### config.mk
export PLATFORM = sky130hd
export DESIGN_NAME = mem_port_arbiter
export DESIGN_NICKNAME = d
export VERILOG_FILES = /design/src/rtl/mem_bus_pkg.sv /design/src/rtl/mem_port_arbiter_prio2.sv /design/src/rtl/mem_port_arbiter.sv
export SDC_FILE = /design/constraint.sdc
export NUM_CORES = 1
export LEC_CHECK = 0
export ABC_AREA = 1
export BUFFER_PORTS_ARGS = -buffer_cell sky130_fd_sc_hd__buf_2
export CAP_MARGIN = 20
export CORE_AREA = 2 2 206 208
export CTS_CLUSTER_SIZE = 14
export DETAILED_ROUTE_END_ITERATION = 6
export DIE_AREA = 0 0 208 210
export GPL_ROUTABILITY_DRIVEN = 0
export HOLD_SLACK_MARGIN = 0.12
export MAX_ROUTING_LAYER = met4
export PLACE_DENSITY_LB_ADDON = 0.05
export SYNTH_ARGS = -nofsm -noshare
export SYNTH_HDL_FRONTEND = slang
export SYNTH_SLANG_ARGS = --single-unit
### constraint.sdc
create_clock -name CLK -period 1.7 [get_ports CLK]
set_input_delay 0.17 -clock CLK [delete_from_list [all_inputs] [get_ports CLK]]
set_output_delay 0.17 -clock CLK [all_outputs]
set_load 0.01 [all_outputs]
### src/rtl/mem_bus_pkg.sv
// Shared memory-bus definitions: transfer-owner encoding, HSIZE codes and HTRANS values.
package mem_bus_pkg;

    typedef enum logic [1:0] {
        OWN_NONE = 2'd0,
        OWN_IF   = 2'd1,
        OWN_DM   = 2'd2
    } owner_e;

    localparam logic [1:0] SZ_B = 2'd0;
    localparam logic [1:0] SZ_H = 2'd1;
    localparam logic [1:0] SZ_W = 2'd2;
    localparam logic [1:0] SZ_D = 2'd3;

    localparam logic HTRANS_IDLE   = 1'b0;
    localparam logic HTRANS_NONSEQ = 1'b1;

endpackage

### src/rtl/mem_port_arbiter_prio2.sv
// Two-input fixed-priority picker; force_lo lets the low-priority side win for one cycle.
module arb_prio2 (
    input  logic req_hi,
    input  logic req_lo,
    input  logic force_lo,
    output logic gnt_hi,
    output logic gnt_lo
);

    assign gnt_lo = req_lo & (force_lo | ~req_hi);
    assign gnt_hi = req_hi & ~gnt_lo;

endmodule

### src/rtl/mem_port_arbiter.sv
// Shares one pipelined 64-bit memory bus between instruction fetch (IF) and data memory (DM).
// Optional starvation guard for IF is enabled by defining MEM_ARB_STARVE_GUARD_EN.
//
//   dp_own   | meaning
//   ---------+---------------------------------------------------
//   OWN_NONE | no transfer in data phase
//   OWN_IF   | fetch in data phase; if_rvalid on next HREADY=1
//   OWN_DM   | load/store in data phase; dm_rvalid on next HREADY=1
module mem_port_arbiter
    import mem_bus_pkg::*;
#(
    parameter int ADDR_W     = 64,
    parameter int DATA_W     = 64,
    parameter int STARVE_MAX = 4
) (
    input  logic              CLK,
    input  logic              reset,
    input  logic              if_req,
    input  logic [ADDR_W-1:0] if_addr,
    output logic              if_gnt,
    output logic              if_rvalid,
    output logic [DATA_W-1:0] if_rdata,
    output logic              if_stall,
    input  logic              dm_req,
    input  logic              dm_we,
    input  logic [1:0]        dm_size,
    input  logic [ADDR_W-1:0] dm_addr,
    input  logic [DATA_W-1:0] dm_wdata,
    output logic              dm_gnt,
    output logic              dm_rvalid,
    output logic [DATA_W-1:0] dm_rdata,
    output logic [ADDR_W-1:0] HADDR,
    output logic              HTRANS,
    output logic              HWRITE,
    output logic [1:0]        HSIZE,
    output logic [DATA_W-1:0] HWDATA,
    input  logic [DATA_W-1:0] HRDATA,
    input  logic              HREADY
);

    owner_e            dp_own, dp_own_nxt, win;
    logic [ADDR_W-1:0] haddr_q;
    logic              htrans_q;
    logic              hwrite_q;
    logic [1:0]        hsize_q;
    logic [DATA_W-1:0] hwdata_q;
    logic              arb_en;
    logic              force_if;
    logic              pick_if;
    logic              pick_dm;

    assign arb_en = HREADY & ~reset;

`ifdef MEM_ARB_STARVE_GUARD_EN
    localparam int CNT_W = (STARVE_MAX < 1) ? 1 : $clog2(STARVE_MAX + 1);
    logic [CNT_W-1:0] starve_cnt;

    assign force_if = (starve_cnt == CNT_W'(STARVE_MAX));

    always_ff @(posedge CLK) begin
        if (reset) begin
            starve_cnt <= '0;
        end else if (HREADY) begin
            if (!if_req || pick_if) begin
                starve_cnt <= '0;
            end else if (pick_dm && !force_if) begin
                starve_cnt <= starve_cnt + 1'b1;
            end
        end
    end
`else
    assign force_if = 1'b0;
`endif

    arb_prio2 u_prio (
        .req_hi   (dm_req & arb_en),
        .req_lo   (if_req & arb_en),
        .force_lo (force_if),
        .gnt_hi   (pick_dm),
        .gnt_lo   (pick_if)
    );

    always_comb begin
        win        = OWN_NONE;
        HTRANS     = htrans_q;
        HADDR      = haddr_q;
        HWRITE     = hwrite_q;
        HSIZE      = hsize_q;
        if_gnt     = 1'b0;
        dm_gnt     = 1'b0;
        if_rvalid  = 1'b0;
        dm_rvalid  = 1'b0;
        dp_own_nxt = dp_own;
        if (reset) begin
            HTRANS = HTRANS_IDLE;
            HADDR  = '0;
            HWRITE = 1'b0;
            HSIZE  = SZ_B;
        end else begin
            if (HREADY) begin
                HTRANS = HTRANS_IDLE;
                if (pick_dm) begin
                    win    = OWN_DM;
                    HTRANS = HTRANS_NONSEQ;
                    HADDR  = dm_addr;
                    HWRITE = dm_we;
                    HSIZE  = dm_size;
                    dm_gnt = 1'b1;
                end else if (pick_if) begin
                    win    = OWN_IF;
                    HTRANS = HTRANS_NONSEQ;
                    HADDR  = if_addr;
                    HWRITE = 1'b0;
                    HSIZE  = SZ_W;
                    if_gnt = 1'b1;
                end
                dp_own_nxt = win;
            end
            // Completion is tied to HREADY so a stalled data phase never reports early.
            if_rvalid = HREADY & (dp_own == OWN_IF);
            dm_rvalid = HREADY & (dp_own == OWN_DM);
        end
    end

    always_ff @(posedge CLK) begin
        if (reset) begin
            dp_own   <= OWN_NONE;
            haddr_q  <= '0;
            htrans_q <= HTRANS_IDLE;
            hwrite_q <= 1'b0;
            hsize_q  <= SZ_B;
            hwdata_q <= '0;
        end else if (HREADY) begin
            dp_own   <= dp_own_nxt;
            haddr_q  <= HADDR;
            htrans_q <= HTRANS;
            hwrite_q <= HWRITE;
            hsize_q  <= HSIZE;
            if (win == OWN_DM && dm_we) begin
                hwdata_q <= dm_wdata;
            end
        end
    end

    assign if_stall = if_req & ~if_gnt;
    assign if_rdata = HRDATA;
    assign dm_rdata = HRDATA;
    assign HWDATA   = hwdata_q;

endmodule

==> results list <==
- Number of ports placed on the die boundary: 529
- The worst setup path is of the primary input to output pin kind.
- Vias: 7324
- Broken down by cell family, the worst path's largest delay share belongs to buffers and inverters.
- Post-synth net total: 1274
* Cell area after placement: 8240 um^2
- After clock tree synthesis, the flow added hold-fix buffers numbering 196.
* Worst setup SP type: primary input
- Detailed placement finished with a half-perimeter wire length of 18.9 mm.
- The initial antenna violation count came to 6.
- For this run, the detailed router's first-pass iteration total came to 5.
* Initial core utilization: 16.5%
* First-pass GRT wire length: 41.7 mm
* Cell-by-cell trace of the critical path: buf_2 -> nand3_1 -> inv_2 -> buf_12 -> nand2_1 -> nand3_1 -> buf_2
- Post-synthesis instance total: 1010
* Routed wire length per instance: 13.8 um
- Routed wire length: 26.9 mm
* Run status: finished, final reports clean
* Cell leakage power: 5.95 nW
- The cell area that synthesis handed to floorplanning was 6840 um^2.
- CTS built an H-tree with a depth of 4.
- The die is 210 um tall.
- In the final routing, the length of wire on met1 measures 12.2 mm.
* Clock Sinks: 134
* Worst-case setup margin in the final layout: 190 ps
* Largest vdd supply drop: 0.557 mV
* Average footprint of a synthesized cell: 6.77 um^2
* Share of post-route cells with drive strength above 1: 27.8%
- Top layer in use: met4
- Buf/Inv on CP: 4
- On the final layout, the worst clock skew is 0 ps.
* Maximum fanout encountered on the critical timing path: 48
- The final critical path takes up 88.8% of the cycle.
- Once detail routing completed, the nets flagged for antenna violations numbered 0.
- Max-Slew Margin vs Limit: 68.2%
* Met2 Routed Length: 12.1 mm
* Most common cell after layout, fill and taps aside: buf_2
- The floorplan step defined a die boundary enclosing 43700 um^2.
- Hold Vio Cnt, Final: 0
- In this run the post-CTS setup repair buffer count came out at 0.
- Finished layout cell area: 10800 um^2
- Time the worst path needs with I/O delays and setup: 1510 ps
* Routed met3 length: 2.33 mm
- Library cell used as clock root buffer: clkbuf_16
- The Yosys step of the flow raised 0 warnings.
- Register area: 2680 um^2
* Placement Setup Slack: 121 ps
* Layout overhead on the synthesized area: 57.7%
- Die Wd: 208 um
* Clock tree from TritonCTS: built
- For this block, the initial DRC count from the detailed router was 224.
- Entering global routing, the biggest net connects 90 pins.
- Total negative setup slack: 0 ps
* Worst min-delay path class: primary input to flip-flop
- Clock latency on the worst-skew pair: 430 ps
* Via-to-Cell Ratio: 3.74
- Global routing used 12.6% of the available tracks.
* Nets@finish: 1664
- Top library cells by usage in the layout, fill and taps aside: buf_2, nand2_1, dlygate4sd3_1, nand3_1, nor2_1
- For the pin with the worst max-slew slack, the measured transition is 476 ps.
- Number of port buffers: 336
* Number of maximum-capacitance constraint violations: 0
- After synthesis the netlist holds a flip-flop and latch count of 134.
* Core footprint: 41500 um^2
* Fillers: 4698
- For this run the aggregate overflow at the end of global routing stands at 0.
* Clock Pin Slew Worst Setup and Hold Paths: 60 ps
- Once the clock tree was built, the resizer swapped 0 gates to a different size.
* CP required: 1530 ps
* Vias in the first global route: 7606
- The count of final max-slew check failures came to 0.
- Unrepaired setup endpoints after global routing: no
- Sequential elements use 39.2% of the synthesized area.
* Slowest-stage cell, CP: buf_12
- Total power per unit cell area: 794 nW/um^2
* Number of distinct standard cells referenced by the synthesized netlist: 22
- In this design, the stage delay of the slowest critical-path cell is 240 ps.
* Total power consumption of the routed design: 8.56 mW
* Category of the worst setup path capture point: output pin
* Maximum count of clock buffers along a single path: 2
- Combined area of the multi-input logic cells: 2650 um^2
* Number of setup violations in the final report: 0
* Inserted Clock Buffers: 17
- Arrival time of data at the critical path endpoint: 1340 ps
* Achievable clock frequency: 662 MHz
- In the routed design, unresolved DRC markers number 0.
* Number of rows in the core area: 75
[metal layers]
metal	vias to the layer above	track usage, %
li1	3788	-
met1	3239	15.1
met2	286	19.7
met3	11	5.48
met4	0	2.71
met5	-	-
[registers in the layout, indices dropped and copies added (netlist names)]
register  flops
haddr_q      64
hwrite_q      1
htrans_q      1
HWDATA       64
hsize_q       2
dp_own        2
[cell families (layout without fill, tap and decap cells)]
kind of cell    after synthesis  after routing  synth area share, %
compound gates                5              5                0.439
other cells                   0              5                    0
simple gates                614            614                 38.0
buf+inv                     257            660                 22.4
flops                       134            134                 39.2
[layout make-up]
cell class              instances  share of cell area, %
well taps                     539                   6.26
flip-flops and latches        134                   24.9
clock inverters                14                   1.27
repair buffers                550                   36.2
multi-input cells             619                   24.5
diodes                          5                  0.116
clock buffers                  18                   3.98
inverters                      78                   2.74
[report_power, final]
group          total [mW]  switching, mW  leakage (nW)  internal [mW]
registers            3.37         0.0552          1.10           3.32
clock network        3.69           1.54         0.267           2.14
logic                1.50          0.700          4.59          0.804
total                8.56           2.30          5.95           6.26
[final timing paths]
| kind | from | endpoint | slack (ps) | cells after the start |
|---|---|---|---|---|
| setup reg to reg | haddr_q[22]$_SDFFE_PP0P_ | haddr_q[22]$_SDFFE_PP0P_ | 530 | 3 |
| setup / recovery | dm_req | HADDR[25] | 190 | 7 |
| hold reg to reg | hsize_q[0]$_SDFFE_PP0P_ | hsize_q[0]$_SDFFE_PP0P_ | 490 | 2 |
| hold / removal | HREADY | dp_own[0]$_SDFFE_PP0P_ | 160 | 4 |
[worst reg2reg max path: stages, from the launching register on]
cell and delay [ps]:
dfxtp_1 300, nand3_1 110, nand3_1 80, dlygate4sd3_1 560
[Yosys cell counts]
cell type,number,share of area [%]
o21ai_0,1,0.073
buf_4,130,14
o22ai_1,1,0.092
nor3_1,2,0.15
nor2_4,1,0.16
nand2_1,273,15
o21ai_2,1,0.13
nand3_4,1,0.26
a21oi_1,2,0.15
nand3_1,178,13
inv_1,75,4.1
dfxtp_1,134,39
nor2_2,1,0.092
nand4_1,5,0.46
buf_1,1,0.055
nand3b_1,6,0.66
inv_2,3,0.16
nand3_2,1,0.15
buf_6,5,0.82
clkbuf_1,12,0.66
nor2_1,146,8.0
buf_2,31,2.3
[metrics by stage]
stage	hold WS [ps]	std cells	utilization (%)
final	162	1957	26.0
after global routing	158	1957	26.0
after CTS	128	1952	26.0
after detailed placement	340	1724	19.9
after global placement	340	1724	19.9
after floorplan	239	1010	-
No activity file was read; power rests on OpenSTA's default activity.
